[src/rtl/decryption_session_ctrl_pkg.sv]
// decryption_ctrl_pkg: session states, cipher ids and default register map (readback states only with DECRYPTION_READBACK_VERIFY_EN)
package decryption_ctrl_pkg;
   typedef enum logic [3:0] {
      IDLE,
      ARB,
      WR_SEL,
      WAIT_SEL,
`ifdef DECRYPTION_READBACK_VERIFY_EN
      RD_SEL,
      WAIT_RD_SEL,
      RD_KEY,
      WAIT_RD_KEY,
`endif
      WR_KEY,
      WAIT_KEY,
      GRANT,
      DRAIN,
      ERR
   } state_e;
   localparam logic [1:0] CAESAR = 2'd0;
   localparam logic [1:0] SCYTALE = 2'd1;
   localparam logic [1:0] ZIGZAG = 2'd2;
   localparam logic [1:0] INVALID = 2'd3;
   localparam logic [7:0] DEF_ADDR_SELECT = 8'h00;
   localparam logic [7:0] DEF_ADDR_CAESAR = 8'h10;
   localparam logic [7:0] DEF_ADDR_SCYTALE = 8'h12;
   localparam logic [7:0] DEF_ADDR_ZIGZAG = 8'h14;
endpackage

[src/rtl/decryption_session_ctrl_rr_arbiter.sv]
// rr_arbiter: combinational round-robin winner search starting after ptr, with wrap-around
module rr_arbiter #(
   parameter int NUM_REQ = 2,
   parameter int PW = $clog2(NUM_REQ)
) (
   input logic [NUM_REQ-1:0] req,
   input logic [PW-1:0] ptr,
   output logic [PW-1:0] win,
   output logic vld
);
   logic [PW-1:0] j;
   // walk the search order backwards so the nearest requester after ptr is written last
   always_comb begin
      win = '0;
      vld = 1'b0;
      j = '0;
      for (int i = NUM_REQ; i > 0; i--) begin
         j = PW'((int'(ptr) + i) % NUM_REQ);
         if (req[j]) begin
            win = j;
            vld = 1'b1;
         end
      end
   end
endmodule

[src/rtl/decryption_session_ctrl.sv]
// decryption_session_ctrl: round-robin session scheduler programming cipher select/key registers; DECRYPTION_READBACK_VERIFY_EN adds register readback checks
module decryption_session_ctrl import decryption_ctrl_pkg::*; #(
   parameter int NUM_REQ = 2,
   parameter int ADDR_WIDTH = 8,
   parameter int REG_WIDTH = 16,
   parameter logic [ADDR_WIDTH-1:0] ADDR_SELECT = ADDR_WIDTH'(DEF_ADDR_SELECT),
   parameter logic [ADDR_WIDTH-1:0] ADDR_CAESAR = ADDR_WIDTH'(DEF_ADDR_CAESAR),
   parameter logic [ADDR_WIDTH-1:0] ADDR_SCYTALE = ADDR_WIDTH'(DEF_ADDR_SCYTALE),
   parameter logic [ADDR_WIDTH-1:0] ADDR_ZIGZAG = ADDR_WIDTH'(DEF_ADDR_ZIGZAG),
   parameter int TIMEOUT = 16,
   parameter int DRAIN_CYCLES = 4
) (
   input logic clk_sys,
   input logic rst,
   input logic [NUM_REQ-1:0] req_i,
   input logic [2*NUM_REQ-1:0] req_sel_i,
   input logic [REG_WIDTH*NUM_REQ-1:0] req_key_i,
   output logic [NUM_REQ-1:0] gnt_o,
   output logic [NUM_REQ-1:0] err_o,
   output logic [ADDR_WIDTH-1:0] addr_o,
   output logic write_o,
   output logic read_o,
   output logic [REG_WIDTH-1:0] wdata_o,
   input logic [REG_WIDTH-1:0] rdata_i,
   input logic done_i,
   input logic error_i,
   input logic dec_busy_i,
   output logic active_o
);
   localparam int PW = $clog2(NUM_REQ);
   localparam int CW = $clog2((TIMEOUT > DRAIN_CYCLES ? TIMEOUT : DRAIN_CYCLES) + 1);
   state_e state, state_n;
   logic [PW-1:0] rr_ptr, win_r, arb_win;
   logic arb_vld;
   logic [1:0] sel_r, arb_sel;
   logic [REG_WIDTH-1:0] key_r;
   logic [CW-1:0] cnt;
   logic sel_ph, key_ph, ok, tmo, fail;
   logic [ADDR_WIDTH-1:0] key_addr;
   rr_arbiter #(.NUM_REQ(NUM_REQ)) u_arb (
      .req(req_i),
      .ptr(rr_ptr),
      .win(arb_win),
      .vld(arb_vld)
   );
   assign arb_sel = req_sel_i[arb_win*2 +: 2];
`ifdef DECRYPTION_READBACK_VERIFY_EN
   logic rd_ok, rd_fail;
   assign sel_ph = state inside {WR_SEL, WAIT_SEL, RD_SEL, WAIT_RD_SEL};
   assign key_ph = state inside {WR_KEY, WAIT_KEY, RD_KEY, WAIT_RD_KEY};
   assign read_o = state inside {RD_SEL, RD_KEY};
   assign rd_ok = ok && rdata_i == wdata_o;
   assign rd_fail = (done_i && !rd_ok) || tmo;
`else
   logic unused_rdata;
   assign sel_ph = state inside {WR_SEL, WAIT_SEL};
   assign key_ph = state inside {WR_KEY, WAIT_KEY};
   assign read_o = 1'b0;
   assign unused_rdata = ^rdata_i;
`endif
   assign key_addr = sel_r == SCYTALE ? ADDR_SCYTALE : sel_r == ZIGZAG ? ADDR_ZIGZAG : ADDR_CAESAR;
   assign addr_o = sel_ph ? ADDR_SELECT : key_ph ? key_addr : '0;
   assign wdata_o = sel_ph ? REG_WIDTH'(sel_r) : key_ph ? key_r : '0;
   assign write_o = state inside {WR_SEL, WR_KEY};
   assign gnt_o = state == GRANT ? NUM_REQ'(1) << win_r : '0;
   assign err_o = state == ERR ? NUM_REQ'(1) << win_r : '0;
   assign active_o = state != IDLE;
   // a done_i in the final timeout cycle still counts as success
   assign ok = done_i && !error_i;
   assign tmo = !done_i && cnt == CW'(TIMEOUT - 1);
   assign fail = (done_i && error_i) || tmo;
   always_comb begin
      state_n = state;
      case (state)
         IDLE: state_n = |req_i ? ARB : IDLE;
         ARB: state_n = !arb_vld ? IDLE : arb_sel == INVALID ? ERR : WR_SEL;
         WR_SEL: state_n = WAIT_SEL;
         WR_KEY: state_n = WAIT_KEY;
`ifdef DECRYPTION_READBACK_VERIFY_EN
         WAIT_SEL: state_n = ok ? RD_SEL : fail ? ERR : WAIT_SEL;
         RD_SEL: state_n = WAIT_RD_SEL;
         WAIT_RD_SEL: state_n = rd_ok ? WR_KEY : rd_fail ? ERR : WAIT_RD_SEL;
         WAIT_KEY: state_n = ok ? RD_KEY : fail ? ERR : WAIT_KEY;
         RD_KEY: state_n = WAIT_RD_KEY;
         WAIT_RD_KEY: state_n = rd_ok ? GRANT : rd_fail ? ERR : WAIT_RD_KEY;
`else
         WAIT_SEL: state_n = ok ? WR_KEY : fail ? ERR : WAIT_SEL;
         WAIT_KEY: state_n = ok ? GRANT : fail ? ERR : WAIT_KEY;
`endif
         GRANT: state_n = req_i[win_r] ? GRANT : DRAIN;
         DRAIN: state_n = !dec_busy_i && cnt == CW'(DRAIN_CYCLES - 1) ? IDLE : DRAIN;
         ERR: state_n = IDLE;
         default: state_n = IDLE;
      endcase
   end
   // one counter serves both the bus timeout and the drain streak; it restarts on every state change
   always_ff @(posedge clk_sys) begin
      if (rst) begin
         state <= IDLE;
         rr_ptr <= PW'(NUM_REQ - 1);
         win_r <= '0;
         sel_r <= '0;
         key_r <= '0;
         cnt <= '0;
      end else begin
         state <= state_n;
         cnt <= (state_n != state || (state == DRAIN && dec_busy_i)) ? '0 : cnt + 1'b1;
         if (state == ARB) begin
            win_r <= arb_win;
            sel_r <= arb_sel;
            key_r <= req_key_i[arb_win*REG_WIDTH +: REG_WIDTH];
         end
         if (state == ERR || (state == DRAIN && state_n == IDLE))
            rr_ptr <= win_r;
      end
   end
endmodule
[config.mk]
export PLATFORM = sky130hd
export DESIGN_NAME = decryption_session_ctrl
export DESIGN_NICKNAME = d
export VERILOG_FILES = /design/src/rtl/decryption_session_ctrl_pkg.sv /design/src/rtl/decryption_session_ctrl_rr_arbiter.sv /design/src/rtl/decryption_session_ctrl.sv
export SDC_FILE = /design/constraint.sdc
export NUM_CORES = 1
export LEC_CHECK = 0
export ABC_CLOCK_PERIOD_IN_PS = 2300
export CORE_MARGIN = 4
export CORE_UTILIZATION = 30
export CTS_BUF_LIST = sky130_fd_sc_hd__clkbuf_8
export CTS_CLUSTER_SIZE = 10
export DETAILED_ROUTE_END_ITERATION = 7
export GPL_TIMING_DRIVEN = 0
export PLACE_DENSITY = 0.63
export SYNTH_ARGS = -nofsm -noshare
export SYNTH_HDL_FRONTEND = slang
export SYNTH_SLANG_ARGS = --single-unit
export TNS_END_PERCENT = 30
[constraint.sdc]
create_clock -name clk_sys -period 2.3 [get_ports clk_sys]
set_input_delay 0.23 -clock clk_sys [delete_from_list [all_inputs] [get_ports clk_sys]]
set_output_delay 0.23 -clock clk_sys [all_outputs]
set_load 0.02 [all_outputs]
==> flow_metrics.env <==
export IMPL_finalSetupViolCount=0
export IMPL_wl_mm=5.07
export IMPL_worstMarginPinSlew_ps=642
export IMPL_required_ps=2070
export IMPL_arrival_ps=2000
export IMPL_hold_end="key_r[4]"
export IMPL_synth_area_mm2=0.00174
export IMPL_clk_pin_slew_worst_paths_ps=60
export IMPL_hold_path_depth=2
export IMPL_async_flop_share_pct=0
export IMPL_post_route_period_util_pct=97.1
export IMPL_clock_skew_ps=5.38
export IMPL_die_y_um=84.3
export IMPL_slew_headroom_pct=56.8
export IMPL_synth_edf_count=0
export IMPL_netlist_instances=209
export IMPL_hp_start="key_r[4]"
export IMPL_hold_path_class="flip-flop to flip-flop"
export IMPL_cts_tree="done"
export IMPL_synth_seq_cells=29
export IMPL_antenna_found_initial=0
export IMPL_fin_util_pct=47.8
export IMPL_num_rows=27
export IMPL_first_iter_violations=146
export IMPL_chipWidth_um=84.3
export IMPL_peakVddDrop_mv=0.308
export IMPL_cts_buffers=5
export IMPL_reg2regPathDepth=7
export IMPL_n_antenna_cell=0
export IMPL_syn_area_per_cell_um2=8.35
export IMPL_cts_root_buf="clkbuf_8"
export IMPL_cap_violations=0
export IMPL_hold_violations=0
export IMPL_postCtsSetupRepairBufs=0
export IMPL_rr_startpoint="cnt[0]"
export IMPL_clk_latency_ps=280
export IMPL_drc=0
export IMPL_finalWeightedCongestion=0.904
export IMPL_critPathKind="flip-flop to output pin"
export IMPL_grt_pass1_wl_mm=8.32
export IMPL_postRouteAntennaNets=0
export IMPL_postLayoutCellArea_mm2=0.00267
export IMPL_nNetsFinal=349
export IMPL_grt_max_degree=11
export IMPL_synth_top_area_share_pct=33.3
export IMPL_cp_max_fo=10
export IMPL_critPathCaptureType="output pin"
export IMPL_cts_sinks=29
export IMPL_synth_seq_area_share_pct=33.3
export IMPL_detailed_place_hpwl_mm=3.97
export IMPL_grt_remaining_overflow=0
export IMPL_cts_htree_levels=2
export IMPL_p_leak_nw=1.09
export IMPL_ys_types=43
export IMPL_grt_pass1_vias=1712
export IMPL_wl_per_cell_um=14.0
export IMPL_placed_area_mm2=0.00252
export IMPL_fin_worst_hold_slack_ps=495
export IMPL_fmax_mhz=448
export IMPL_reg2reg_slack_ps=250
export IMPL_reg2reg_to="cnt[0]"
export IMPL_firstDrtPassIters=4
export IMPL_start_util_pct=31.3
export IMPL_drive_gt1_share_pct=11.4
export IMPL_placement_io_buffers=67
export IMPL_rsz0062_at_grt="yes"
export IMPL_fill_cells=583
export IMPL_p_per_area_mw_per_mm2=537
export IMPL_core_area_mm2=0.00557
export IMPL_start_kind="flip-flop"
export IMPL_synth_area_leaders="dfxtp_1 (33%), mux2i_1 (11%), a211oi_1 (8.2%)"
export IMPL_drt_vias_per_instance=5.01
export IMPL_cts_buffer_depth=2
export IMPL_synth_ff_type="dfxtp_1"
export IMPL_fin_cells=361
export IMPL_num_vias=1810
export IMPL_status="finished, final reports clean"
export IMPL_fin_crit_ps=2230
export IMPL_area_delta_synth_final_pct=52.8
export IMPL_yosysTopAreaCell="dfxtp_1"
export IMPL_track_usage_pct=14.4
export IMPL_dp_cells=353
export IMPL_finalMaxSlewViolations=0
export IMPL_synth_warnings=0
export IMPL_fp_dieArea_mm2=0.00710
export IMPL_pin_count=90
## stage by stage
step / TNS, ps / setup slack (ps) / power, mW
global route: -63.5 / -22.0 / 1.50
CTS: 0 / 2.02 / 1.44
floorplan: 0 / 371 / 0.762
global placement: 0 / 49.3 / 0.892
finish: 0 / 67.7 / 1.43
detailed placement: 0 / 57.7 / 0.896
## worst max-delay path by stage
stage / endpoint / slack [ps] / from / cells past startpoint
3_5_place_dp: sel_r[0] / 60 / req_i[1] / 6
2_1_floorplan: rr_ptr / 370 / cnt[0] / 4
4_1_cts: addr_o[2] / 2 / state[2] / 5
6_report: err_o[1] / 70 / state[3] / 4
3_3_place_gp: sel_r[0] / 50 / req_i[1] / 6
5_1_grt: err_o[1] / -20 / state[3] / 4
## placed cells by master, fill, tap and decap left out, types with 2 or more instances in the layout
| cell type | count |
|---|---|
| mux2i_1 | 20 |
| o211ai_1 | 2 |
| xnor2_1 | 2 |
| a211oi_1 | 19 |
| a22oi_1 | 3 |
| inv_1 | 6 |
| or4b_4 | 2 |
| clkbuf_8 | 6 |
| and3b_1 | 3 |
| dfxtp_1 | 29 |
| nand4_1 | 2 |
| ha_1 | 2 |
| nor2_1 | 31 |
| a31oi_1 | 2 |
| and3_1 | 15 |
| nor4_1 | 8 |
| clkbuf_2 | 2 |
| mux2_2 | 2 |
| buf_4 | 6 |
| a21boi_0 | 2 |
| nand2_1 | 4 |
| nand3b_1 | 2 |
| dlymetal6s2s_1 | 2 |
| a21oi_1 | 3 |
| clkbuf_1 | 4 |
| conb_1 | 6 |
| nand3_1 | 6 |
| buf_2 | 7 |
| clkdlybuf4s50_1 | 65 |
| o21ai_0 | 5 |
## routing by layer
layer	vias up	global-route usage, %	wire [um]
met4	0	5.26	65
met5	-	0	0
met1	828	18.7	2240
met2	60	22.9	2440
met3	5	3.53	323
li1	917	-	-
## sequential cells by signal, summed over array words and instances (netlist names)
signal,flops
state,4
rr_ptr,1
sel_r,2
key_r,16
cnt,5
win_r,1
## layout make-up
cell class	instances	area [um^2]	area share, %
buffer	21	116	4.37
clock buffer	6	82.6	3.10
clock inverter	2	33.8	1.27
inverter	6	26.3	0.986
multi-input combinational	158	1060	39.8
sequential	29	581	21.8
tap	72	90.1	3.38
timing repair buffer	67	676	25.4
## synthesized netlist by cell type, drive strengths merged, types with 2 or more instances
cell type / count
mux2: 2
nand3: 6
buf: 12
inv: 5
mux2i: 20
nor2b: 2
nand2: 4
dfxtp: 29
a21boi: 2
nor2: 31
o211ai: 2
and3b: 3
and3: 16
ha: 2
a31oi: 2
o21ai: 5
a22oi: 3
nand4: 2
or4b: 2
a211oi: 19
a21oi: 3
nor4: 8
nor3: 2
clkbuf: 9
nand3b: 2
xnor2: 2
## critical path, stage by stage, from the launching register on
cell and delay [ps]:
dfxtp_1 450, buf_2 280, nand4_1 200, nor2_1 170
clkdlybuf4s50_1 630
## cell families (layout without fill, tap and decap cells)
group / Yosys count / after routing / share of synthesized area, %
mux: 22 / 22 / 12.8
flops: 29 / 29 / 33.3
compound gates: 41 / 41 / 16.8
fa+ha+maj: 2 / 2 / 1.43
xor+xnor: 3 / 3 / 1.51
buf+inv: 27 / 102 / 7.46
simple gates: 84 / 84 / 26.5
other cells: 1 / 6 / 0.215
## what timing repair did
action                                  in CTS  in global routing
gates resized for setup                      5                  9
hold buffers                                 0                  0
gates cloned                                 0                  0
endpoints found under the setup margin      19                 16
## where the power goes
group	total (mW)	internal [mW]	switching, mW
Clock	0.543	0.348	0.195
Combinational	0.316	0.160	0.156
Sequential	0.572	0.547	0.0247
(Power assumes the default switching activity.)
